==> config.mk <==
export PLATFORM = sky130hd
export DESIGN_NAME = roll_sequencer
export DESIGN_NICKNAME = d
export VERILOG_FILES = /design/src/rtl/roll_sequencer.sv
export SDC_FILE = /design/constraint.sdc
export NUM_CORES = 1
export LEC_CHECK = 0
export CAP_MARGIN = 20
export CORE_ASPECT_RATIO = 0.9
export CORE_MARGIN = 3
export CORE_UTILIZATION = 55
export CTS_BUF_LIST = sky130_fd_sc_hd__clkbuf_8 sky130_fd_sc_hd__clkbuf_16
export DETAILED_ROUTE_END_ITERATION = 16
export GPL_TIMING_DRIVEN = 0
export PLACE_DENSITY = 0.74
export SLEW_MARGIN = 20
export SYNTH_ARGS = -nofsm -noshare
export SYNTH_HDL_FRONTEND = slang
export SYNTH_SLANG_ARGS = --single-unit
==> constraint.sdc <==
create_clock -name clk -period 3.6 [get_ports clk]
set_input_delay 0.54 -clock clk [delete_from_list [all_inputs] [get_ports clk]]
set_output_delay 0.54 -clock clk [all_outputs]
set_load 0.01 [all_outputs]
==> src/rtl/roll_sequencer.sv <==
// Dice-roll sequencer: decelerating spin that reloads two dice from a free-running LFSR,
// then latches the final values and pulses done for the game controller.
module roll_sequencer #(
  parameter int TICK_DIV   = 500000,
  parameter int SPIN_STEPS = 12
) (
  input  logic       clk,
  input  logic       rst,
  input  logic       start_i,
  output logic       busy_o,
  output logic       step_o,
  output logic       done_o,
  output logic [2:0] die_a,
  output logic [2:0] die_b,
  output logic [3:0] sum_o
);

  localparam int TW = (TICK_DIV > 1) ? $clog2(TICK_DIV) : 1;
  localparam logic [TW-1:0] TICK_LAST  = TW'(TICK_DIV - 1);
  localparam logic [3:0]    STEPS_LAST = 4'(SPIN_STEPS);
  localparam logic [15:0]   LFSR_SEED  = 16'hACE1;

  typedef enum logic [1:0] {IDLE, SPIN, DONE} state_t;

  state_t         state;
  logic [15:0]    lfsr;
  logic [TW-1:0]  tick_cnt;
  logic [3:0]     wait_cnt;
  logic [3:0]     interval;
  logic [3:0]     step_cnt;

  logic [15:0]    lfsr_next;
  logic [7:0]     mod_a;
  logic [7:0]     mod_b;
  logic [2:0]     die_a_next;
  logic [2:0]     die_b_next;
  logic [3:0]     sum_next;
  logic           tick;
  logic           step;
  logic [3:0]     step_cnt_next;

  // Galois form of x^16+x^14+x^13+x^11+1
  always_comb begin
    lfsr_next     = {1'b0, lfsr[15:1]} ^ (lfsr[0] ? 16'hB400 : 16'h0000);
    mod_a         = lfsr[7:0] % 8'd6;
    mod_b         = lfsr[15:8] % 8'd6;
    die_a_next    = 3'(mod_a) + 3'd1;
    die_b_next    = 3'(mod_b) + 3'd1;
    sum_next      = {1'b0, die_a_next} + {1'b0, die_b_next};
    tick          = (tick_cnt == TICK_LAST);
    step          = tick && (wait_cnt == (interval - 4'd1));
    step_cnt_next = step_cnt + 4'd1;
  end

  always_ff @(posedge clk) begin
    if (rst) begin
      state    <= IDLE;
      lfsr     <= LFSR_SEED;
      tick_cnt <= '0;
      wait_cnt <= '0;
      interval <= '0;
      step_cnt <= '0;
      busy_o   <= 1'b0;
      step_o   <= 1'b0;
      done_o   <= 1'b0;
      die_a    <= 3'd1;
      die_b    <= 3'd1;
      sum_o    <= 4'd2;
    end else begin
      lfsr   <= lfsr_next;
      step_o <= 1'b0;
      done_o <= 1'b0;
      case (state)
        IDLE: begin
          if (start_i) begin
            state    <= SPIN;
            busy_o   <= 1'b1;
            tick_cnt <= '0;
            wait_cnt <= '0;
            interval <= 4'd1;
            step_cnt <= '0;
          end
        end
        SPIN: begin
          tick_cnt <= tick ? '0 : tick_cnt + TW'(1);
          if (step) begin
            die_a    <= die_a_next;
            die_b    <= die_b_next;
            sum_o    <= sum_next;
            step_o   <= 1'b1;
            wait_cnt <= '0;
            step_cnt <= step_cnt_next;
            // interval is not advanced on the final step so it cannot wrap at SPIN_STEPS=15
            if (step_cnt_next == STEPS_LAST) begin
              state  <= DONE;
              busy_o <= 1'b0;
              done_o <= 1'b1;
            end else begin
              interval <= interval + 4'd1;
            end
          end else if (tick) begin
            wait_cnt <= wait_cnt + 4'd1;
          end
        end
        DONE: begin
          state <= IDLE;
        end
        default: begin
          state  <= IDLE;
          busy_o <= 1'b0;
        end
      endcase
    end
  end

endmodule

==> impl_table.tex <==
\begin{tabular}{lr}
\hline
Metric & Value \\
\hline
\multicolumn{2}{l}{\textbf{Run status}} \\
\quad Result of the run & completed \\
\multicolumn{2}{l}{\textbf{Setup path}} \\
\quad Start-to-end type of the worst setup path & register to register \\
\quad Crit path DAT & 3.20 ns \\
\quad CP required & 3.88 ns \\
\quad Reg2reg path depth & 12 \\
\quad Cell type with the highest occurrence count on the critical path & inv\_1 \\
\quad Flop-to-flop setup slack & 0.68 ns \\
\quad Max Fanout on Critical Path & 10 \\
\quad Setup crit start kind & register \\
\quad Biggest cell delay along the critical path & 0.40 ns \\
\quad Number of buffer and inverter stages on the critical path & 3 \\
\quad Top delay family on crit path & adder cells \\
\quad Worst-path cell chain & clkbuf\_1 -> inv\_1 -> a211oi\_1 -> o21ai\_0 -> and4\_1 -> xor2\_1 -> ha\_1 -> inv\_1 -> fa\_1 -> xnor2\_1 -> nand2\_1 -> a21oi\_1 \\
\quad Critical Path Stages & 12 \\
\quad Critical Path Sink Type & register \\
\quad Max stage delay cell, worst path & fa\_1 \\
\multicolumn{2}{l}{\textbf{Final layout}} \\
\quad Ant diodes & 0 \\
\quad Final std cell area, no fill & 3850 um2 \\
\quad Ratio of cells with drive above 1 in the final layout & roughly 7.4\% \\
\quad Layout overhead on the synthesized area & 13.6\% \\
\quad Sequential cell area & 1240 um2 \\
\quad Final standard cell utilization of the core & between 60 and 70\% \\
\quad Total area of multi-input combinational cells & 1990 um2 \\
\quad Total of fill cells in the finished design & roughly 480 \\
\quad Final-stage net count & about 450 \\
\multicolumn{2}{l}{\textbf{Clock tree}} \\
\quad TritonCTS clock tree & done \\
\quad Clock buffer count from CTS & 9 \\
\quad Post-CTS setup buffer count & 0 \\
\quad Library cell used as clock root buffer & clkbuf\_8 \\
\quad Clock insertion delay at the later pin of the skew report & 0.36 ns \\
\quad Number of gates resized after CTS & 0 \\
\quad Clock slew at reported path FFs & 0.07 ns \\
\quad Cts hold-fix bufs & 0 \\
\quad Maximum clock path buffer count & 2 \\
\quad Clock H-tree levels & 3 \\
\quad Clock net sink count & 62 \\
\multicolumn{2}{l}{\textbf{STA}} \\
\quad Unrepaired setup endpoints after global routing & false \\
\quad Max Transition Viols Final & 0 \\
\quad Final hold slack & 0.447 ns \\
\quad Slew @ Worst Pin & 0.630 ns \\
\quad Final Cycle Share & between 80 and 90\% \\
\quad Max Fclk & around 340 MHz \\
\quad Sum of negative setup slack & 0 ns \\
\quad Remaining max-slew budget at the tightest pin & 58.0\% \\
\quad Clock Skews & 0.00998 ns \\
\quad Final Hold Fails & 0 \\
\quad Period minus WS final & 2.92 ns \\
\quad Count of endpoints failing setup in the final report & 0 \\
\quad Least setup slack across all paths after layout & between 0.6 and 0.7 ns \\
\multicolumn{2}{l}{\textbf{Place}} \\
\quad Weighted congestion reported at the end of routability-driven placement & 0.889 \\
\quad Post-placement worst setup slack & a little under 0.7 ns \\
\quad Number of input and output port buffers inserted & 14 \\
\quad Total cell area at the placement stage & roughly 3600 um2 \\
\quad Detailed-placement wirelength estimate & 5280 um \\
\multicolumn{2}{l}{\textbf{Detailed routing}} \\
\quad Detailed Route WL & $\sim$7600 um \\
\quad Per-cell routed wire length & 15.0 um \\
\quad First drt pass iteration count & 5 \\
\quad Vias & $\sim$3000 \\
\quad Routed via count divided by cell count & 6.07 \\
\quad Number of remaining DRC errors & 0 \\
\quad Routed Antenna Nets & 0 \\
\quad DRC marker count from the first detailed-route iteration & 136 \\
\multicolumn{2}{l}{\textbf{Synthesis}} \\
\quad Count of mapped cells out of synthesis & 405 \\
\quad Cell area after synthesis & 3390 um2 \\
\quad Synthesis warning total & 0 \\
\quad Sequential element share of the synthesized area & 36.7\% \\
\quad Average cell area after synthesis & 8.36 um2 \\
\quad Distinct cell type count of the synthesized netlist & 63 \\
\quad Post-synth net total & 420 \\
\quad Number of synthesized flops with an enable pin & 0 \\
\quad Synthesis-stage register bit count & 62 \\
\quad Async S/R FF share, synth & 0\% \\
\quad Main synth FF type & dfxtp\_1 \\
\multicolumn{2}{l}{\textbf{Floorplanning}} \\
\quad Number of core rows & 26 \\
\quad Count of pins on the block boundary & 16 \\
\quad Initial core utilization & 58.1\% \\
\quad Horizontal die dimension & just under 90 um \\
\quad Die Outline Area & 7130 um2 \\
\quad Core footprint & 5820 um2 \\
\quad Die span in y & 80.4 um \\
\multicolumn{2}{l}{\textbf{Global routing}} \\
\quad Via count of the first global-routing pass & 2827 \\
\quad GRT overflow & 0 \\
\quad Pin count of the biggest net entering global routing & 11 \\
\quad Global Route Usage Sum & 23.7\% \\
\quad Wire length of the first global-routing pass & 13200 um \\
\quad Number of antenna violations at the first check in global routing & 0 \\
\multicolumn{2}{l}{\textbf{Hold path}} \\
\quad Path category of the worst min-delay check & register to register \\
\quad Worst Hold Depth & 2 \\
\multicolumn{2}{l}{\textbf{Run}} \\
\quad Number of maximum-capacitance violations & 0 \\
\multicolumn{2}{l}{\textbf{Power and ir drop}} \\
\quad Power Density & about 440 nW/um2 \\
\quad Pleak & 1.42 nW \\
\quad Peak VDD IR & around 0.00022 V \\
\hline
\end{tabular}
worst paths after layout:
| check | startpoint | to |
|---|---|---|
| worst max-delay path | lfsr[11]$_SDFF_PP1_ | sum_o[2]$_SDFFE_PP0P_ |
| worst min-delay path | die_b[1]$_SDFFE_PP0P_ | die_b[1]$_SDFFE_PP0P_ |
| worst max register to register | lfsr[11]$_SDFF_PP1_ | sum_o[2]$_SDFFE_PP0P_ |
| worst min register to register | die_b[1]$_SDFFE_PP0P_ | die_b[1]$_SDFFE_PP0P_ |
registers in the layout (all words and copies together) (netlist names):
register	count
done_o	1
sum_o	4
tick_cnt	19
interval	4
step_o	1
lfsr	16
die_a	3
state	2
step_cnt	4
busy_o	1
die_b	3
wait_cnt	4
cell families after synthesis:
logic type	Yosys count	synth area share [%]
and+or+nand+nor	171	27.8
AOI/OAI and AO/OA	99	19.9
DFF	62	36.7
buffers and inverters	38	4.58
xor gates and xnor gates	21	5.84
adders and majority gates	12	4.66
muxes	2	0.628
area by class of cell:
type | count | area share (%)
clock buffers | 12 | 4.29
repair buffers | 14 | 3.64
inverters | 17 | 1.66
clock inverters | 4 | 1.79
well taps | 70 | 2.28
plain buffers | 21 | 2.37
flip-flops and latches | 62 | 32.3
multi-input cells | 305 | 51.7
routing by layer:
metal	wire (um)	GRT usage (%)	vias to the layer above
met5	0	0	-
met4	139	9.82	0
met3	335	5.64	16
met2	3350	36.1	60
met1	3720	31.8	1466
li1	-	-	1525
Yosys cell counts, types with 4 or more instances:
cell | count | area, um2
and3_1 | 6 | 37.5
xnor2_1 | 13 | 114
or2_2 | 4 | 25.0
o21ai_0 | 14 | 70.1
buf_2 | 4 | 20.0
a211oi_1 | 5 | 37.5
a31oi_1 | 6 | 37.5
a21o_1 | 4 | 30.0
nand3b_1 | 8 | 60.1
ha_1 | 11 | 138
xor2_1 | 7 | 61.3
o21ai_1 | 6 | 30.0
nor4_1 | 6 | 37.5
dfxtp_1 | 62 | 1240
nor2_1 | 25 | 93.8
nor2b_1 | 14 | 87.6
or3_1 | 6 | 37.5
nor3_1 | 10 | 50.1
nand2_1 | 39 | 146
nand4_1 | 9 | 56.3
nand3_1 | 16 | 80.1
clkbuf_1 | 13 | 48.8
inv_1 | 17 | 63.8
a311oi_1 | 7 | 61.3
a21oi_1 | 25 | 125
o211ai_1 | 7 | 52.6
nand2b_1 | 5 | 31.3
report_power, final:
group | internal (mW) | switching, mW
logic | 0.0980 | 0.136
registers | 0.703 | 0.0161
clock network | 0.443 | 0.283
total | 1.24 | 0.436
tightest hold or removal path, stage by stage (launching register included):
cell and delay [ns]:
dfxtp_1 0.31, nand2_1 0.05, a21oi_1 0.05
cells in the final DEF, fill, tap and decap left out, drive strengths merged, types with 4 or more instances in the layout:
cell type,n
a211oi,5
a21o,4
a21oi,25
a311oi,7
a31oi,6
and3,6
buf,8
clkbuf,25
clkdlybuf4s50,14
dfxtp,62
ha,11
inv,18
nand2,40
nand2b,5
nand3,16
nand3b,8
nand4,9
nor2,26
nor2b,14
nor3,10
nor4,7
o211ai,7
o21ai,20
or2,6
or3,7
xnor2,13
xor2,7
stage by stage:
| step | cells | power, mW |
|---|---|---|
| floorplan | 405 | 0.914 |
| global placement | 489 | 0.959 |
| detailed placement | 489 | 0.968 |
| CTS | 505 | 1.69 |
| global route | 505 | 1.75 |
| finish | 505 | 1.68 |
Power figures use the tool's default switching activity.
